File: config.mk
export PLATFORM = sky130hd
export DESIGN_NAME = mem_port_arbiter
export DESIGN_NICKNAME = d
export VERILOG_FILES = /design/src/rtl/mem_port_arbiter.sv
export SDC_FILE = /design/constraint.sdc
export NUM_CORES = 1
export LEC_CHECK = 0
export BUFFER_PORTS_ARGS = -buffer_cell sky130_fd_sc_hd__buf_2
export CAP_MARGIN = 40
export CELL_PAD_IN_SITES_DETAIL_PLACEMENT = 1
export CELL_PAD_IN_SITES_GLOBAL_PLACEMENT = 2
export CORE_MARGIN = 4
export CORE_UTILIZATION = 11
export DETAILED_ROUTE_END_ITERATION = 10
export PLACE_DENSITY = 0.79
export SYNTH_ARGS = -nofsm -noshare
export SYNTH_HDL_FRONTEND = slang
export SYNTH_SLANG_ARGS = --single-unit
export TNS_END_PERCENT = 100
File: constraint.sdc
create_clock -name clk -period 1.4 [get_ports clk]
set_input_delay 0.21 -clock clk [delete_from_list [all_inputs] [get_ports clk]]
set_output_delay 0.21 -clock clk [all_outputs]
set_load 0.1 [all_outputs]
File: src/rtl/mem_port_arbiter.sv
// mem_port_arbiter: shares one single-ported RAM between fetch and load/store.
// Data wins contests, except when fetch has been denied STARVE_LIMIT cycles in a row.
// The response one cycle after an issue is routed to the requester that issued it.
module mem_port_arbiter #(
    parameter int unsigned ADDR_W       = 8,
    parameter int unsigned STARVE_LIMIT = 4
) (
    input  logic              clk,
    input  logic              rst,
    input  logic              if_req,
    input  logic [ADDR_W-1:0] if_addr,
    output logic              if_gnt,
    output logic              if_rvalid,
    output logic [31:0]       if_rdata,
    input  logic              d_req,
    input  logic              d_we,
    input  logic [ADDR_W-1:0] d_addr,
    input  logic [31:0]       d_wdata,
    input  logic [3:0]        d_mask,
    output logic              d_gnt,
    output logic              d_rvalid,
    output logic [31:0]       d_rdata,
    output logic              mem_request,
    output logic              mem_w_en,
    output logic [ADDR_W-1:0] mem_address,
    output logic [31:0]       mem_write_data,
    output logic [3:0]        mem_masking,
    input  logic              mem_valid,
    input  logic [31:0]       mem_read_data,
    output logic              err
);

    localparam int unsigned          CNT_W = 4;
    localparam logic [CNT_W-1:0]     LIMIT = CNT_W'(STARVE_LIMIT);

    logic [CNT_W-1:0] starve_q;
    logic [CNT_W-1:0] starve_d;
    logic             pend_q;
    logic             owner_q;
    logic             err_q;
    logic             err_d;

    // Grant selection; nothing is granted while reset is held.
    always_comb begin
        if_gnt = 1'b0;
        d_gnt  = 1'b0;
        if (rst) begin
            if (if_req && d_req) begin
                if (starve_q >= LIMIT) begin
                    if_gnt = 1'b1;
                end else begin
                    d_gnt = 1'b1;
                end
            end else if (if_req) begin
                if_gnt = 1'b1;
            end else if (d_req) begin
                d_gnt = 1'b1;
            end
        end
    end

    // Issue mux: drive the RAM with the granted requester's fields.
    always_comb begin
        mem_request    = if_gnt | d_gnt;
        mem_address    = if_addr;
        mem_w_en       = 1'b0;
        mem_masking    = 4'b0000;
        mem_write_data = d_wdata;
        if (d_gnt) begin
            mem_address = d_addr;
            mem_w_en    = d_we;
            mem_masking = d_mask;
        end
    end

    // Consecutive-denial counter for fetch, saturating at the limit.
    always_comb begin
        starve_d = starve_q;
        if (!if_req || if_gnt) begin
            starve_d = '0;
        end else if (starve_q < LIMIT) begin
            starve_d = starve_q + CNT_W'(1);
        end
    end

    // Sticky error: a response without an issue, or an issue without a response.
    always_comb begin
        err_d = err_q | (mem_valid & ~pend_q) | (pend_q & ~mem_valid);
    end

    // State registers: owner tracking, starvation counter, error flag.
    always_ff @(posedge clk or negedge rst) begin
        if (!rst) begin
            pend_q   <= 1'b0;
            owner_q  <= 1'b0;
            starve_q <= '0;
            err_q    <= 1'b0;
        end else begin
            pend_q   <= mem_request;
            owner_q  <= d_gnt;
            starve_q <= starve_d;
            err_q    <= err_d;
        end
    end

    // Response routing back to the issuing requester.
    always_comb begin
        if_rvalid = mem_valid & pend_q & ~owner_q;
        d_rvalid  = mem_valid & pend_q & owner_q;
        if_rdata  = mem_read_data;
        d_rdata   = mem_read_data;
        err       = err_q;
    end

endmodule

==> flow_summary.json, run 1 <==
{
  "cts_tree": "built",
  "drt_pass1_iterations": 2,
  "cts_root_buf": "clkbuf_8",
  "critical_path_class": "flop to primary output",
  "cap_violations": 0,
  "syn_inst": 142,
  "initial_utilization_pct": 11.4,
  "ios": 205,
  "grt-ovfl-total": 0,
  "portBuffers": 44,
  "routed_via_density": 2.57,
  "die_h_um": 112,
  "powerDensity_nw_per_um2": 793,
  "drtIter0Drc": 1,
  "antenna_found_initial": 0,
  "leakage_uw": 0.000535,
  "status": "finished with violations",
  "yosysUniqueCellTypes": 24,
  "final_cells": 237,
  "crit_required_ns": 1.19,
  "cts_buffers": 3,
  "drc_errors": 0,
  "clk_pin_slew_worst_paths_ns": 0.04,
  "slew_headroom_pct": 67.9,
  "htreeDepth": 1,
  "antenna_cells": 0,
  "fin_ws_ns": -0.289,
  "fmax_mhz": 592,
  "clk_latency_ns": 0.23,
  "dr_total_vias": 609,
  "fin_skew_ns": 0.00111,
  "dp.cells": 232,
  "hpwl_um": 1870,
  "dieArea_um2": 12500,
  "fp-row-count": 37,
  "fp.coreArea_um2": 10400,
  "syn_avg_cell_area_um2": 8.37,
  "violations": "negative setup slack",
  "tightest_slew_ns": 0.485,
  "endpoint_kind": "primary output",
  "gp_congestion": 0.649,
  "start_kind": "flop",
  "dp_slack_ns": -0.0930,
  "drive_above_1_share_pct": 74.3,
  "grt_pass1_vias": 778,
  "grt_max_degree": 10,
  "setup_viol_count_final": 14,
  "yosys_warnings": 0,
  "finalHoldViolations": 0,
  "total_power_uw": 1000,
  "ant_nets": 0,
  "ys_ff_latch": 7,
  "clock_path_buffers": 2,
  "holdCritPathClass": "input pin to flop",
  "period_needed_ns": 1.69,
  "grt_first_pass_wirelength_um": 3480,
  "arrival_ns": 1.48,
  "syn-num-nets": 233,
  "fin_crit_sh_pct": 121,
  "rsz0062_at_grt": "true",
  "cp_max_fo": 9,
  "cts_num_sinks": 7,
  "routed_wirelength_um": 2160,
  "report.final.slew_viol_count": 0,
  "finalNetCount": 193,
  "fp.dieW_um": 112,
  "syn_to_final_growth_pct": 6.21,
  "mappedNetlistArea_um2": 1190,
  "wl_per_cell_um": 9.12,
  "ir_worst_vdd_mv": 0.227,
  "ys_seq_area_share_pct": 14.7,
  "holdWs_ns": 0.302,
  "fin_area_um2": 1260,
  "placed_area_um2": 1200,
  "grtUsageTotal_pct": 3.49
}
## cell type report
class	count	area, um2
Sequential cell	7	175
Multi-Input combinational cell	37	310
Fill cell	1220	9150
Tap cell	136	170
Inverter	1	8.76
Clock buffer	4	45.0
Timing Repair Buffer	52	553
## metrics by stage
step	util (%)	setup TNS, ns
after global placement	11.5	-0.536
after CTS	12.1	-4.15
after global routing	12.1	-4.31
after floorplan	-	-1.90
after detailed placement	11.5	-0.730
final	12.1	-3.40
## state kept, by name, summed over array words and instances, names as in the netlist
signal / flops
owner_q: 1
pend_q: 1
err: 1
starve_q: 4
## placed cells by master, fill, tap and decap left out
cell type      instances
buf_2                 26
buf_12                18
mux2_2                 8
dfrtp_1                7
buf_4                  7
and2_4                 5
nand2_1                3
clkbuf_8               3
o2bb2ai_1              2
o21ai_2                1
nand3_4                1
clkinv_4               1
nor2_4                 1
a21oi_2                1
or2_2                  1
a21o_1                 1
nor2_2                 1
and3_1                 1
o21a_1                 1
nor3b_1                1
nand3_1                1
nor2b_1                1
nand3b_1               1
nor2_1                 1
nand2b_1               1
and2b_2                1
o21ai_0                1
a21oi_1                1
ha_1                   1
clkbuf_1               1
dlygate4sd3_1          1
## routing by layer
layer | track usage, % | up-vias | part of all wire, %
met5 | 0 | - | 0
li1 | - | 270 | -
met4 | 3.53 | 0 | 5.0
met3 | 1.36 | 18 | 12
met2 | 6.31 | 46 | 55
met1 | 2.73 | 275 | 28
## synthesized netlist by cell type
master / count / area [um2]
nor2b_1: 1 / 6.26
and3_1: 1 / 6.26
mux2_2: 8 / 90.1
nor2_1: 3 / 11.3
nand3_4: 1 / 17.5
nand2b_1: 1 / 6.26
dfrtp_1: 7 / 175
inv_2: 1 / 3.75
clkbuf_2: 1 / 5.00
ha_1: 1 / 12.5
and2b_2: 1 / 8.76
and2_1: 5 / 31.3
a21o_1: 1 / 7.51
a21oi_1: 2 / 10.0
nand3_1: 1 / 5.00
or2_2: 1 / 6.26
o21ai_2: 1 / 8.76
o21ai_0: 1 / 5.00
nand2_1: 3 / 11.3
o21a_1: 1 / 7.51
nand3b_1: 1 / 7.51
o2bb2ai_1: 2 / 17.5
nor3b_1: 1 / 7.51
buf_4: 96 / 721
## critical path, stage by stage, from the launching register on
cell and delay (ns):
dfrtp_1 0.38, o21ai_2 0.18, nand3_4 0.17, mux2_2 0.34
buf_12 0.17
## what timing repair did
action,4_1_cts,5_1_grt
setup buffers,0,0
gates resized for setup,1,2
pin swaps,1,0
hold buffers,1,0
setup endpoints to repair,15,15
hold endpoints to repair,7,0
gates cloned,0,0
## worst paths after layout
path,startpoint,endpoint,slack [ns],depth (start not counted)
hold / removal,mem_valid,err,0.30,3
max in group asynchronous,rst,owner_q,0.57,3
setup / recovery,starve_q[3],mem_address[6],-0.29,4
setup reg to reg,starve_q[2],starve_q[1],0.24,5
hold reg to reg,err,err,0.46,1
min in group asynchronous,rst,starve_q[3],0.60,3
## power by group
| group | internal (uW) | total [uW] | switching [uW] |
|---|---|---|---|
| Clock | 197 | 285 | 87.6 |
| Sequential | 212 | 218 | 6.00 |
| Combinational | 191 | 499 | 307 |
## cell families after synthesis
| kind of cell | after synthesis | share of synthesized area (%) |
|---|---|---|
| AND/OR/NAND/NOR | 20 | 10.5 |
| AO/OA/AOI/OAI | 8 | 4.74 |
| buffers and inverters | 98 | 61.4 |
| adder cells (fa/ha/maj) | 1 | 1.05 |
| flip-flops | 7 | 14.7 |
| multiplexers | 8 | 7.58 |
Power figures use the tool's default switching activity.
==> run 2, diff against run 1 <==
Settings changed: ABC_AREA from default to 1, PLACE_DENSITY 0.79 to 0.78.
==> run 2 against run 1 <==
Effect of this change:
- the run still ends with negative setup slack left
- non-clock buffer count up 3
- hold slack worse by 0.093 ns
- wire length is 29% higher
- fmax grew 7.5%
==> flow_summary.json, run 2 <==
{
  "status": "finished with violations",
  "dp_slack_ns": -0.0239,
  "synthFlopType": "dfrtp_1",
  "report.final.slew_viol_count": 0,
  "fin_skew_ns": 0.00211,
  "fmax_mhz": 636,
  "start_kind": "flop",
  "drive_above_1_share_pct": 59.3,
  "fp-row-count": 38,
  "antenna_cells": 0,
  "synth_edf_count": 0,
  "utilization_pct": 13.0,
  "critical_path_class": "flop to primary output",
  "fin_ws_ns": -0.172,
  "dieArea_um2": 13300,
  "cts_tree": "built",
  "setup_viol_count_final": 15,
  "ios": 205,
  "arrival_ns": 1.36,
  "cpPeakStageDelay_ns": 0.39,
  "grtUsageMet3_pct": 1.93,
  "drtIter0Drc": 12,
  "rsz0062_at_grt": "true",
  "grt-ovfl-total": 0,
  "use_met2_pct": 6.64,
  "cts_root_buf": "clkbuf_16",
  "hpwl_um": 2190,
  "synthArstFlopShare_pct": 100,
  "drc_errors": 0,
  "htreeDepth": 1,
  "total_power_uw": 1320,
  "syn_avg_cell_area_um2": 7.22,
  "yosys.area.top_type_share_pct": 56.7,
  "clk_pin_slew_worst_paths_ns": 0.04,
  "synth_area_leader_cell": "buf_4",
  "antenna_found_initial": 0,
  "routed_via_density": 2.85,
  "largest_reg_flops": 4,
  "cp_max_fo": 7,
  "yosys_warnings": 0,
  "routed_wirelength_um": 2800,
  "cts_num_sinks": 7,
  "drt_pass1_iterations": 2,
  "finalHoldViolations": 0,
  "cap_violations": 0,
  "ys_ff_latch": 7,
  "slowest_stage": "dfrtp_1",
  "grtUsageTotal_pct": 4.20,
  "grt_pass1_vias": 927,
  "slew_headroom_pct": 68.0,
  "fp.coreArea_um2": 11100,
  "tns_ns": -2.17,
  "violations": "negative setup slack",
  "cts_buffers": 3,
  "fin_crit_sh_pct": 112,
  "grt_first_pass_wirelength_um": 4330,
  "synth_common_cells": "buf_4 (96), nand2_1 (18), nor2_1 (15)",
  "synth_most_common_cell": "buf_4",
  "syn_inst": 176,
  "leakage_uw": 0.000674,
  "holdCritPathClass": "input pin to flop",
  "final_cell_mix": "buf_2 (26), buf_12 (18), nand2_1 (14)",
  "ir_worst_vdd_mv": 0.448,
  "die_h_um": 116,
  "crit_top_cell": "nand2_8",
  "grt_max_degree": 8,
  "syn-num-nets": 267,
  "grt.busiest_layer": "met2",
  "top_register": "starve_q",
  "endpoint_kind": "primary output",
  "clk_latency_ns": 0.23,
  "mappedNetlistArea_um2": 1270,
  "wl_per_cell_um": 9.99,
  "finalNetCount": 232,
  "syn_to_final_growth_pct": 13.5,
  "cp_cell_sequence": "inv_2 > nand2_4 > nand2_8 > nand2_8 > nor2_4 > buf_12",
  "synth_area_leaders": "buf_4 (57%), dfrtp_1 (14%), nand2_1 (5.3%)",
  "powerDensity_nw_per_um2": 918,
  "period_needed_ns": 1.57,
  "crit_required_ns": 1.19,
  "tightest_slew_ns": 0.483,
  "dr_total_vias": 798,
  "clock_path_buffers": 2,
  "use_met1_pct": 4.49,
  "initial_utilization_pct": 11.5,
  "holdWs_ns": 0.209,
  "portBuffers": 44,
  "yosysUniqueCellTypes": 15,
  "ant_nets": 0,
  "gp_congestion": 0.666,
  "ys_seq_area_share_pct": 13.8,
  "final_common_cell": "buf_2",
  "fp.dieW_um": 116
}
run 2: cell count changes in the layout (fill, tap and decap cells not counted), moves of 7 or more:
| cell | before | now |
|---|---|---|
| inv_1 | 0 | 12 |
| nand2_2 | 0 | 12 |
| nand3_1 | 1 | 8 |
| nand2_1 | 3 | 14 |
| mux2_2 | 8 | 0 |
| nor2_1 | 1 | 10 |
run 2: path summary, 6_finish.rpt:
path	startpoint	to	slack, ns	depth (start not counted)
setup / recovery	starve_q[3]	mem_masking[0]	-0.17	6
hold / removal	mem_valid	err	0.21	2
setup reg to reg	starve_q[3]	owner_q	0.10	7
hold reg to reg	err	err	0.48	2
max in group asynchronous	rst	owner_q	0.63	3
min in group asynchronous	rst	pend_q	0.52	3
run 2: per-stage QoR:
step | std cells | area (um2)
4_1_cts | 277 | 1420
5_1_grt | 280 | 1440
6_report | 280 | 1440
3_3_place_gp | 266 | 1260
2_1_floorplan | 176 | 1320
3_5_place_dp | 266 | 1260
run 2: kinds of logic after synthesis:
family | share of synthesized area, %
compound gates | 1.18
fa+ha+maj | 0.984
buf+inv | 63.2
flops | 13.8
simple gates | 20.9
run 2: what timing repair did:
action                                  4_1_cts  5_1_grt
hold buffers                                  1        0
buffers inserted                              4        3
cloned                                        2        0
pin swaps                                     2        2
endpoints found under the setup margin       14       15
gates resized for setup                       2        0
hold endpoints to repair                      7        0
run 2: worst max-delay path: cells and delay by family, from the launching register on:
kind | cells | cell delay (ns)
and+or+nand+nor | 4 | 0.46
DFF | 1 | 0.39
buffers and inverters | 2 | 0.27
run 2: area by class of cell:
| class | count | area (um2) |
|---|---|---|
| multi-input combinational | 58 | 372 |
| inverter | 16 | 66.3 |
| tap | 140 | 175 |
| clock buffer | 4 | 78.8 |
| sequential | 7 | 175 |
| timing repair buffer | 55 | 576 |
| fill | 1317 | 9640 |
run 2: per-layer routing:
metal  up-vias  routed length (um)
met1       365                1020
met5         -                   0
met4         0                 101
li1        362                   -
met2        50                1340
met3        21                 340
run 2: where the power goes:
group	switching, uW	total, uW	internal, uW
logic	397	613	216
clock network	108	486	379
registers	8.66	225	216
